==> config.mk <==
export PLATFORM = sky130hd
export DESIGN_NAME = cdb_arbiter_flat
export DESIGN_NICKNAME = d
export VERILOG_FILES = /design/src/rtl/cdb_arbiter_if.sv /design/src/rtl/cdb_arbiter.sv /design/src/flat_wrapper.sv
export SDC_FILE = /design/constraint.sdc
export NUM_CORES = 1
export LEC_CHECK = 0
export BUFFER_PORTS_ARGS = -buffer_cell sky130_fd_sc_hd__buf_2
export CORE_AREA = 10 10 134 136
export CTS_CLUSTER_SIZE = 28
export DETAILED_ROUTE_END_ITERATION = 8
export DIE_AREA = 0 0 144 146
export GPL_TIMING_DRIVEN = 0
export HOLD_SLACK_MARGIN = 0.06
export PLACE_DENSITY_LB_ADDON = 0.25
export RECOVER_POWER = 50
export SLEW_MARGIN = 20
export SYNTH_ARGS = -nofsm -noshare
export SYNTH_HDL_FRONTEND = slang
export SYNTH_SLANG_ARGS = --single-unit
==> constraint.sdc <==
create_clock -name clk -period 2.7 [get_ports clk]
set_input_delay 0.27 -clock clk [delete_from_list [all_inputs] [get_ports clk]]
set_output_delay 0.27 -clock clk [all_outputs]
set_load 0.1 [all_outputs]
==> src/rtl/cdb_arbiter_if.sv <==
// Common data bus interface between result sources and the CDB arbiter.
//   req_valid : per-source result pending (one bit per source)
//   req_tag   : per-source producing tag, source i at [i*TAG_W +: TAG_W]
//   req_data  : per-source result value, source i at [i*DATA_W +: DATA_W]
//   cdb_valid : broadcast qualifier
//   cdb_tag   : tag being broadcast
//   cdb_data  : value being broadcast
//   cdb_src   : one-hot source of the current broadcast
//   tag0_err  : sticky flag, a request carried reserved tag 0
//   bcast_cnt : running count of broadcasts (wraps)
// modport master : result-source side; modport slave : arbiter side.
interface cdb_arbiter_if #(
    parameter int N_REQ  = 4,
    parameter int TAG_W  = 4,
    parameter int DATA_W = 32
);
    logic [N_REQ-1:0]        req_valid;
    logic [N_REQ*TAG_W-1:0]  req_tag;
    logic [N_REQ*DATA_W-1:0] req_data;
    logic                    cdb_valid;
    logic [TAG_W-1:0]        cdb_tag;
    logic [DATA_W-1:0]       cdb_data;
    logic [N_REQ-1:0]        cdb_src;
    logic                    tag0_err;
    logic [15:0]             bcast_cnt;

    modport master (
        output req_valid, req_tag, req_data,
        input  cdb_valid, cdb_tag, cdb_data, cdb_src, tag0_err, bcast_cnt
    );

    modport slave (
        input  req_valid, req_tag, req_data,
        output cdb_valid, cdb_tag, cdb_data, cdb_src, tag0_err, bcast_cnt
    );
endinterface

==> src/rtl/cdb_arbiter.sv <==
// Round-robin arbiter driving the common data bus. Each cycle it picks at
// most one pending result and broadcasts it, registered, in the next cycle.
//   clk   : single clock, all state on the rising edge
//   rst_n : asynchronous active-low reset
//   bus   : cdb_arbiter_if slave modport (requests in, broadcast out)
module cdb_arbiter #(
    parameter int N_REQ  = 4,
    parameter int TAG_W  = 4,
    parameter int DATA_W = 32
) (
    input  logic          clk,
    input  logic          rst_n,
    cdb_arbiter_if.slave  bus
);
    localparam int PTR_W = (N_REQ > 1) ? $clog2(N_REQ) : 1;

    logic [PTR_W-1:0]  rr_ptr;
    logic [N_REQ-1:0]  eligible;
    logic              tag0_hit;
    logic              found;
    logic [PTR_W-1:0]  sel;
    logic [PTR_W-1:0]  nxt_ptr;
    logic [TAG_W-1:0]  nxt_tag;
    logic [DATA_W-1:0] nxt_data;
    logic [N_REQ-1:0]  nxt_src;

    // The source currently on the bus still holds req_valid this cycle
    // (it drops only after seeing its tag), so it is masked to avoid a
    // duplicate broadcast. Tag 0 is reserved and never eligible.
    always_comb begin
        eligible = '0;
        tag0_hit = 1'b0;
        for (int unsigned i = 0; i < N_REQ; i++) begin
            if (bus.req_valid[i]) begin
                if (bus.req_tag[i*TAG_W +: TAG_W] == '0) begin
                    tag0_hit = 1'b1;
                end else if (!(bus.cdb_valid && bus.cdb_src[i])) begin
                    eligible[i] = 1'b1;
                end
            end
        end
    end

    // First eligible source searching upward from rr_ptr, modulo N_REQ.
    always_comb begin
        logic [PTR_W-1:0] cand;
        found = 1'b0;
        sel   = '0;
        cand  = '0;
        for (int unsigned off = 0; off < N_REQ; off++) begin
            cand = PTR_W'((32'(rr_ptr) + off) % N_REQ);
            if (!found && eligible[cand]) begin
                found = 1'b1;
                sel   = cand;
            end
        end
    end

    always_comb begin
        nxt_ptr  = rr_ptr;
        nxt_tag  = '0;
        nxt_data = '0;
        nxt_src  = '0;
        if (found) begin
            nxt_ptr  = (32'(sel) == 32'(N_REQ - 1)) ? '0 : sel + 1'b1;
            nxt_tag  = bus.req_tag[32'(sel)*TAG_W +: TAG_W];
            nxt_data = bus.req_data[32'(sel)*DATA_W +: DATA_W];
            nxt_src  = N_REQ'(1) << sel;
        end
    end

    always_ff @(posedge clk or negedge rst_n) begin
        if (!rst_n) begin
            rr_ptr        <= '0;
            bus.cdb_valid <= 1'b0;
            bus.cdb_tag   <= '0;
            bus.cdb_data  <= '0;
            bus.cdb_src   <= '0;
            bus.tag0_err  <= 1'b0;
            bus.bcast_cnt <= '0;
        end else begin
            rr_ptr        <= nxt_ptr;
            bus.cdb_valid <= found;
            bus.cdb_tag   <= nxt_tag;
            bus.cdb_data  <= nxt_data;
            bus.cdb_src   <= nxt_src;
            bus.tag0_err  <= bus.tag0_err | tag0_hit;
            if (found) begin
                bus.bcast_cnt <= bus.bcast_cnt + 16'd1;
            end
        end
    end
endmodule

==> src/flat_wrapper.sv <==
// flat-port wrapper written by rule: the top's interface ports become plain ports
module cdb_arbiter_flat 
#(
    parameter int N_REQ  = 4,
    parameter int TAG_W  = 4,
    parameter int DATA_W = 32
)
  (clk, rst_n, bus_req_valid, bus_req_tag, bus_req_data, bus_cdb_valid, bus_cdb_tag, bus_cdb_data, bus_cdb_src, bus_tag0_err, bus_bcast_cnt);
  cdb_arbiter_if #(.N_REQ(N_REQ), .TAG_W(TAG_W), .DATA_W(DATA_W)) bus_i ();
  input  logic clk;
  input  logic rst_n;
  input wire logic [$bits(bus_i.req_valid)-1:0] bus_req_valid;
  input wire logic [$bits(bus_i.req_tag)-1:0] bus_req_tag;
  input wire logic [$bits(bus_i.req_data)-1:0] bus_req_data;
  output wire logic [$bits(bus_i.cdb_valid)-1:0] bus_cdb_valid;
  output wire logic [$bits(bus_i.cdb_tag)-1:0] bus_cdb_tag;
  output wire logic [$bits(bus_i.cdb_data)-1:0] bus_cdb_data;
  output wire logic [$bits(bus_i.cdb_src)-1:0] bus_cdb_src;
  output wire logic [$bits(bus_i.tag0_err)-1:0] bus_tag0_err;
  output wire logic [$bits(bus_i.bcast_cnt)-1:0] bus_bcast_cnt;
  assign bus_i.req_valid = bus_req_valid;
  assign bus_i.req_tag = bus_req_tag;
  assign bus_i.req_data = bus_req_data;
  assign bus_cdb_valid = bus_i.cdb_valid;
  assign bus_cdb_tag = bus_i.cdb_tag;
  assign bus_cdb_data = bus_i.cdb_data;
  assign bus_cdb_src = bus_i.cdb_src;
  assign bus_tag0_err = bus_i.tag0_err;
  assign bus_bcast_cnt = bus_i.bcast_cnt;
  cdb_arbiter #(.N_REQ(N_REQ), .TAG_W(TAG_W), .DATA_W(DATA_W)) u_core (.clk(clk), .rst_n(rst_n), .bus(bus_i));
endmodule
* Word level (Yosys, flattened, before mapping)
Index checks and enable logic that the tools add are counted.
** Word-level totals
- Flip-flop bits (word level) :: 60
- Bits of input ports :: 150
- Output and inout bits :: 58
** Cells by class
- Add/sub/neg operators :: 5
- $lt $le $gt $ge :: 4
- Equal/unequal tests :: 1
- Shift operators :: 3
- Muxes and demuxes :: 40
- Bitwise gates (word level) :: 1
- Reductions and logical operators :: 14
** Operators by type and width (number)
- $shiftx A128 B8 Y32 :: 1
- $mux W32 :: 1
- $mux W1 :: 28
- $add A16 B1 Y16 const B :: 1
- $logic_not A4 Y1 :: 4
- $shiftx A16 B5 Y4 :: 1
- $lt A2 B3 Y1 const B :: 4
- $mux W2 :: 5
- $bmux W1 S2 :: 4
- $mux W4 :: 2
- $logic_and A1 B1 Y1 :: 7
- $add A2 B1 Y2 const B :: 2
- $add A2 B2 Y2 const B :: 2
- $shl A1 B2 Y4 const A :: 1
- $logic_not A1 Y1 :: 3
- $eq A2 B2 Y1 const B :: 1
- $or A1 B1 Y1 :: 1

* Depth between registers and ports, before layout
Gate-level depths: netlist of run 1.
- Depth after elaboration :: 18
- Mapped depth :: 9

* Worst setup path before layout of run 1
OpenSTA, ideal clock, no wires.
- Kind :: reg-to-reg
- Start :: reg u_core.bus.cdb_valid
- End :: reg u_core.rr_ptr[1]
- Library setup time :: 0.128 ns
- Arrival :: 2.669 ns
- Required time :: 2.572 ns
- Slack :: -0.097 ns
- Cell stages (with the launch flop) :: 10
- Clock period less this slack :: 2.797 ns
- Path through :: dfrtp_1 > a21boi_0 > and2_4 > mux2i_1 > o221ai_1 > buf_6 > buf_6 > inv_2 > ha_1 > mux2_1
** Between the ends
- Cells in the longest elaborated chain, start to end :: 18
** Ends and longest elaborated chain
- from (decl) :: RTL line cdb_arbiter_if.sv:34 : output cdb_valid, cdb_tag, cdb_data, cdb_src, tag0_err, bcast_cnt
- from (signal assigned) :: RTL line cdb_arbiter.sv:83 : bus.cdb_valid <= found;
- $logic_and A1 B1 Y1 :: RTL line cdb_arbiter.sv:37 : end else if (!(bus.cdb_valid && bus.cdb_src[i])) begin
- $mux W1 :: RTL line cdb_arbiter.sv:37
- $mux W1 :: RTL line cdb_arbiter.sv:35 : if (bus.req_tag[i*TAG_W +: TAG_W] == '0) begin
- $mux W1 :: RTL line cdb_arbiter.sv:34 : if (bus.req_valid[i]) begin
- $bmux W1 S2 :: RTL line cdb_arbiter.sv:52 : if (!found && eligible[cand]) begin
- $mux W1 (implied by the code) :: RTL line cdb_arbiter.sv:52
- $mux W1 :: RTL line cdb_arbiter.sv:52
- $logic_not A1 Y1 :: RTL line cdb_arbiter.sv:52
- [2 not listed]
- $logic_not A1 Y1 :: RTL line cdb_arbiter.sv:52
- $logic_and A1 B1 Y1 :: RTL line cdb_arbiter.sv:52
- $mux W1 :: RTL line cdb_arbiter.sv:52
- $logic_not A1 Y1 :: RTL line cdb_arbiter.sv:52
- $logic_and A1 B1 Y1 :: RTL line cdb_arbiter.sv:52
- $mux W2 :: RTL line cdb_arbiter.sv:52
- $add A2 B1 Y2 / $eq A2 B2 Y1 (equally long branches) :: RTL line cdb_arbiter.sv:65 : nxt_ptr = (32'(sel) == 32'(N_REQ - 1)) ? '0 : sel + 1'b1;
- $mux W2 :: RTL line cdb_arbiter.sv:65
- to (signal assigned) :: RTL line cdb_arbiter.sv:82 : rr_ptr <= nxt_ptr;
- to (decl) :: RTL line cdb_arbiter.sv:17 : logic [PTR_W-1:0] rr_ptr;
Parallel ways exist; a longest one is shown, timed or not. The select of a mux whose other input is x is not followed.
A chain may end at the register's enable or synchronous reset.

* Worst setup path after layout of run 1
Ends and elaborated chain as after synthesis.

==> impl_metrics.tcl, run 1 <==
set metrics [dict create \
    start_util 0.222 \
    swShare 0.584 \
    p_leak_nw 2.36 \
    insertedDiodeCount 0 \
    grt_pass1_vias 3711 \
    vias_per_cell 4.90 \
    yosys_warnings 0 \
    cellPowerDensity_nw_per_um2 1650 \
    multi_input_area_sq_um 1670 \
    synth_cell_types 44 \
    hp-class "in2reg" \
    crit_required_ns 2.91 \
    cts_buffers 9 \
    post-route-worst-setup-slack_ns 0.205 \
    setup-violations-final 0 \
    area.growth.synth_to_final_pct 46.8 \
    startpoint_type "register" \
    placedInstanceArea_sq_um 4740 \
    worst_slew_pin_slew_ns 1.62 \
    clock-sinks 60 \
    fmax_ghz 0.401 \
    die_x_um 144 \
    fillers 1636 \
    vias 3444 \
    pre_cts_ws_ns -0.192 \
    vdd_drop_max_v 0.000721 \
    maxSlewHeadroom -0.0822 \
    ys_ff_latch 60 \
    power.share.clock 0.152 \
    wire_per_inst_um 19.7 \
    status "finished with violations" \
    drive_above_1_share 0.464 \
    fin_nets 661 \
    p_comb_frac 0.670 \
    clockBufferDepth 2 \
    seqCellArea_sq_um 1510 \
    power.share.sequential 0.177 \
    grt_max_degree 33 \
    grt_antenna_before_repair 0 \
    post-route-period-util 0.924 \
    cpMaxStageDelayCell "dfrtp_2" \
    htreeDepth 3 \
    drt_iter0_markers 160 \
    crit_arrival_ns 2.71 \
    ant_nets 0 \
    violations "capacitance limit, slew limit" \
    postCtsSetupRepairBufs 0 \
    yosysSeqAreaShare 0.437 \
    final_cells 703 \
    slew_violations 30 \
    die_h_um 146 \
    p_sw_mw 4.84 \
    grt_pass1_wl_mm 20.8 \
    die_area_sq_um 21000 \
    critPathMaxStageDelay_ns 0.44 \
    io_pins 208 \
    min_period_ns 2.49 \
    async_reset_ff_frac 1.00 \
    dr.pass1.iters 4 \
    cts_tree "yes" \
    synth_edf_count 0 \
    final_common_cell "buf_2" \
    drt-total-wl_mm 13.9 \
    grt_usage 0.128 \
    globalRouteOverflowTotal 0 \
    remaining_drc_errors 0 \
    synth_area_sq_um 3430 \
    cts.clk_slew.worst_paths_ns 0.05 \
    ys.flop_type "dfrtp_1" \
    synth_fp_nets 441 \
    coreArea_sq_um 15500 \
    gp_congestion 0.782 \
    p_int_mw 3.45 \
    clk-insertion-delay-late_ns 0.33 \
    rsz0062_at_grt "no" \
    synth_area_per_cell_sq_um 12.0 \
    cp_max_fo 10 \
    final_core_util 0.325 \
    row_count 46 \
    max-cap-violations 1 \
    critPathKind "reg2reg" \
    design_area_sq_um 5040 \
    dp_hpwl_mm 11.2 \
    syn_inst 286 \
    layout_common_cells "buf_2, a32oi_1, dfrtp_1" \
    io_buffers 207 \
    path_cells "a21bo_1 -> o32ai_1 -> a31o_1 -> clkbuf_4 -> buf_2 -> and2_1 -> ha_1 -> mux2_1" \
    dp_cells 686 \
    fin_hold_ws_ns 0.165 \
    root_buffer "clkbuf_16" \
    end_kind "register" \
    hold_viol_final 0 \
    skew_ns 0.00633 \
]
## state kept, by name, indices dropped and copies added, names as in the netlist
register and flops:
u_core.rr_ptr 2, u_core.bus.cdb_tag 4, u_core.bus.bcast_cnt 16, u_core.bus.cdb_valid 1
u_core.bus.tag0_err 1, u_core.bus.cdb_data 32, u_core.bus.cdb_src 4
## final cells by class
class,instances,area share
Buffer,29,0.0512
Clock buffer,12,0.0509
Clock inverter,4,0.0144
Inverter,5,0.00372
Multi-Input combinational cell,192,0.332
Sequential cell,60,0.299
Tap cell,192,0.0477
Timing Repair Buffer,209,0.202
## critical path, delay by kind of cell, from the launching register on
family                   cells  cell delay (ns)
AND/OR/NAND/NOR              1             0.22
multiplexers                 1             0.29
AO/OA/AOI/OAI                3             0.71
flip-flops                   1             0.44
adder cells (fa/ha/maj)      1             0.25
buffers and inverters        2             0.45
## worst paths after layout
| check | start | to | slack, ns | cells past startpoint |
|---|---|---|---|---|
| worst max register to register | u_core.bus.cdb_valid | u_core.rr_ptr[1] | 0.21 | 8 |
| worst min register to register | u_core.bus.tag0_err | u_core.bus.tag0_err | 0.47 | 2 |
| worst min-delay path | bus_req_valid[1] | u_core.bus.tag0_err | 0.16 | 3 |
| min in group asynchronous | rst_n | u_core.bus.bcast_cnt[6] | 0.88 | 2 |
| worst max-delay path | u_core.bus.cdb_valid | u_core.rr_ptr[1] | 0.21 | 8 |
| max in group asynchronous | rst_n | u_core.bus.cdb_data[18] | 0.47 | 3 |
## logic make-up after synthesis
family,Yosys count,synth area share
compound gates,87,0.225
flops,60,0.437
simple gates,46,0.0867
mux,39,0.114
buf+inv,34,0.0798
xor+xnor,15,0.0383
fa+ha+maj,5,0.0182
## Yosys cell counts (2+ instances only)
cell	instances	area share
a32oi_1	72	0.18
dfrtp_1	60	0.44
mux2i_1	37	0.11
buf_2	17	0.025
xor2_1	13	0.033
nand2_1	9	0.0098
and2_1	6	0.011
ha_1	5	0.018
nor2_1	5	0.0055
nor3_1	5	0.0073
buf_12	4	0.023
nand3_1	4	0.0058
buf_6	3	0.0098
buf_8	3	0.013
inv_1	3	0.0033
nor3b_1	3	0.0066
nor4_1	3	0.0055
a21boi_0	2	0.0044
inv_2	2	0.0022
mux2_1	2	0.0066
nor4_4	2	0.012
nor4b_1	2	0.0051
o32ai_1	2	0.0051
xnor2_1	2	0.0051
## layer usage
layer,wire (um),track usage
met1,5620,0.145
met2,6730,0.210
met3,1300,0.0542
met4,219,0.0414
met5,0,0
## what timing repair did
| action | 4_1_cts | 5_1_grt |
|---|---|---|
| resized for setup | 2 | 3 |
| endpoints found under the hold margin | 28 | 0 |
| endpoints found under the setup margin | 1 | 1 |
| hold buffers | 1 | 0 |
| cloned | 0 | 0 |
## per-stage QoR
stage / setup TNS, ns / power, mW
6_report: 0 / 8.29
5_1_grt: 0 / 8.74
4_1_cts: 0 / 8.46
3_5_place_dp: -0.192 / 7.14
3_3_place_gp: -0.142 / 7.09
2_1_floorplan: 0 / 5.95
## power groups by stage
stage	clock network, mW	registers [mW]	logic [mW]
floorplan	0	4.11	1.85
global placement	0	1.47	5.62
detailed placement	0	1.47	5.67
CTS	1.31	1.46	5.69
global route	1.35	1.52	5.87
finish	1.26	1.47	5.56
(Power assumes the default switching activity.)
==> run 2, diff against run 1 <==
Settings changed: ABC_AREA set to 1, CORE_AREA 10 10 134 136 to 10 10 148 150, DIE_AREA 0 0 144 146 to 0 0 158 160.
==> run 2 against run 1 <==
The flow still finishes with violations (capacitance limit, slew limit). Worst hold slack improved by 0.036 ns. Global-route usage increased by 0.90 points. Final cell count increased by 55%. Maximum frequency decreased by 0.39%. Clock skew about the same. Worst setup slack got worse by 0.0099 ns. Critical path depth increased by 6. Via count increased by 38%. Sequential share of layout area decreased by 4.6 points. Synthesized area increased by 24%.
==> impl_metrics.tcl, run 2 <==
set metrics [dict create \
    status "finished with violations" \
    violations "capacitance limit, slew limit" \
    crit_required_ns 2.90 \
    syn_inst 627 \
    gp_congestion 0.854 \
    worstHoldStart "bus_req_valid[2]" \
    async_reset_ff_frac 1.00 \
    hold_viol_final 0 \
    grt_use_met3 0.0446 \
    final_cells 1092 \
    critPathMaxStageDelay_ns 0.35 \
    die_x_um 158 \
    fin_nets 1003 \
    cpMaxStageDelayCell "dfrtp_1" \
    worst_path_most_repeated_cell "nand2_2" \
    cts_buffers 9 \
    r2r_cells 14 \
    max-cap-violations 1 \
    grt_antenna_before_repair 1 \
    dr.pass1.iters 5 \
    remaining_drc_errors 0 \
    grt_usage 0.137 \
    io_pins 208 \
    drive_above_1_share 0.271 \
    end_kind "register" \
    grt_max_degree 32 \
    area.growth.synth_to_final_pct 39.5 \
    synth_edf_count 0 \
    drt_iter0_markers 156 \
    cp_max_fo 11 \
    ys.flop_type "dfrtp_1" \
    clockBufferDepth 2 \
    grt.busiest_layer "met2" \
    rr_startpoint "u_core.rr_ptr[0]" \
    fillers 2168 \
    reg2reg_to "u_core.rr_ptr[1]" \
    yosysSeqAreaShare 0.352 \
    use_met2 0.225 \
    clk-insertion-delay-late_ns 0.34 \
    worst_slew_pin_slew_ns 1.78 \
    root_buffer "clkbuf_16" \
    pre_cts_ws_ns -0.0335 \
    layout_common_cells "buf_2, inv_1, nand3_1" \
    synth_top_area_share 0.352 \
    dp_cells 1073 \
    synth_top_area_cell "dfrtp_1" \
    io_buffers 207 \
    critical_path.endpoint "u_core.rr_ptr[1]" \
    fmax_ghz 0.399 \
    drt-total-wl_mm 17.7 \
    reg2reg_slack_ns 0.20 \
    post-route-worst-setup-slack_ns 0.195 \
    synth_area_per_cell_sq_um 6.80 \
    coreArea_sq_um 19100 \
    rsz0062_at_grt "yes" \
    hp-class "in2reg" \
    placedInstanceArea_sq_um 5620 \
    startpoint_type "register" \
    synth_cell_types 29 \
    critPathKind "reg2reg" \
    maxSlewHeadroom -0.188 \
    grt_pass1_wl_mm 27.0 \
    post-route-period-util 0.928 \
    die_area_sq_um 25300 \
    cts.clk_slew.worst_paths_ns 0.06 \
    htreeDepth 3 \
    design_area_sq_um 5950 \
    ys_ff_latch 60 \
    crit_arrival_ns 2.71 \
    synth.most_common_cell "inv_1" \
    grtUsageMet1 0.165 \
    slew_violations 30 \
    die_h_um 160 \
    skew_ns 0.00664 \
    vias 4748 \
    grt_pass1_vias 4951 \
    yosys-top-cells-count "inv_1, nand3_1, nand2_1" \
    top_regs "u_core.bus.cdb_data: 32 flops, u_core.bus.bcast_cnt: 16 flops" \
    globalRouteOverflowTotal 0 \
    wire_per_inst_um 16.3 \
    synth_area_leaders "dfrtp_1, nand3_1, inv_1" \
    startpoint "u_core.rr_ptr[0]" \
    cts_tree "yes" \
    row_count 51 \
    ant_nets 0 \
    final_common_cell "buf_2" \
    dp_hpwl_mm 14.2 \
    clock-sinks 60 \
    path_cells "buf_4 -> xor2_4 -> inv_2 -> nand3_1 -> nand2_2 -> a21oi_1 -> nand2_2 -> nand2_2 -> buf_6 -> buf_6 -> inv_2 -> ha_1 -> nand2_1 -> o21ai_1" \
    setup-violations-final 0 \
    synth_fp_nets 782 \
    synth_area_sq_um 4260 \
    start_util 0.223 \
    vias_per_cell 4.35 \
    min_period_ns 2.50 \
    largest_reg_flops 32 \
    top_register "u_core.bus.cdb_data" \
    yosys_warnings 0 \
]
## run 2: changes by cell type after synthesis, moves of 17 or more
cell,change
nand2_1,+110
nand3b_1,+36
nand3_1,+121
a32oi_1,-72
clkbuf_1,+17
mux2i_1,-37
inv_1,+123
a21oi_1,+39
nor2_1,+25
## run 2: worst max-delay path, delay by kind of cell (launching register included)
family | cells | cell delay (ns)
and+or+nand+nor | 5 | 0.59
adders and majority gates | 1 | 0.29
buffers and inverters | 5 | 0.62
AOI/OAI and AO/OA | 2 | 0.25
xor gates and xnor gates | 1 | 0.24
DFF | 1 | 0.35
## run 2: what timing repair did
action / in CTS / in global routing
hold buffers: 1 / 0
buffers inserted: 0 / 1
endpoints found under the setup margin: 0 / 35
resized for setup: 0 / 9
hold endpoints to repair: 29 / 0
## run 2: how the worst min path moves through the flow
stage	cells after the start	to	slack [ns]
6_report	3	u_core.bus.tag0_err	0.20
5_1_grt	3	u_core.bus.tag0_err	0.20
4_1_cts	3	u_core.bus.tag0_err	0.17
3_5_place_dp	1	u_core.bus.bcast_cnt[12]	0.24
3_3_place_gp	1	u_core.bus.bcast_cnt[6]	0.51
2_1_floorplan	0	u_core.bus.bcast_cnt[0]	-0.03
## run 2: final cells by class
class / instances / area, sq um / area share
Tap cell: 238 / 298 / 0.0501
Clock inverter: 6 / 88.8 / 0.0149
Multi-Input combinational cell: 402 / 2100 / 0.354
Timing Repair Buffer: 210 / 1040 / 0.175
Inverter: 131 / 492 / 0.0827
Sequential cell: 60 / 1500 / 0.252
Clock buffer: 10 / 229 / 0.0385
Antenna cell: 1 / 2.50 / 0.000421
Buffer: 34 / 195 / 0.0328
## run 2: routing by layer
| layer | vias to the layer above | share of wire |
|---|---|---|
| met4 | 0 | 0.016 |
| met3 | 16 | 0.074 |
| met1 | 2152 | 0.43 |
| met2 | 162 | 0.48 |
| met5 | - | 0 |
| li1 | 2418 | - |
## run 2: cell families after synthesis
kind of cell             synth area share
AND/OR/NAND/NOR                     0.369
AO/OA/AOI/OAI                      0.0690
adder cells (fa/ha/maj)            0.0147
flip-flops                          0.352
XOR/XNOR                           0.0346
buffers and inverters               0.161
## run 2: metrics by stage
step / hold WS [ns] / setup TNS (ns) / utilization
floorplan: -0.0256 / 0 / -
global placement: 0.510 / -0.132 / 0.293
detailed placement: 0.237 / -0.0710 / 0.295
CTS: 0.175 / 0 / 0.312
global route: 0.197 / -0.0142 / 0.312
finish: 0.201 / 0 / 0.312
Power of run 2 is left out: the tool's default activity adds up to more than one toggle a clock period on the data nets, which glitch-free logic cannot reach.
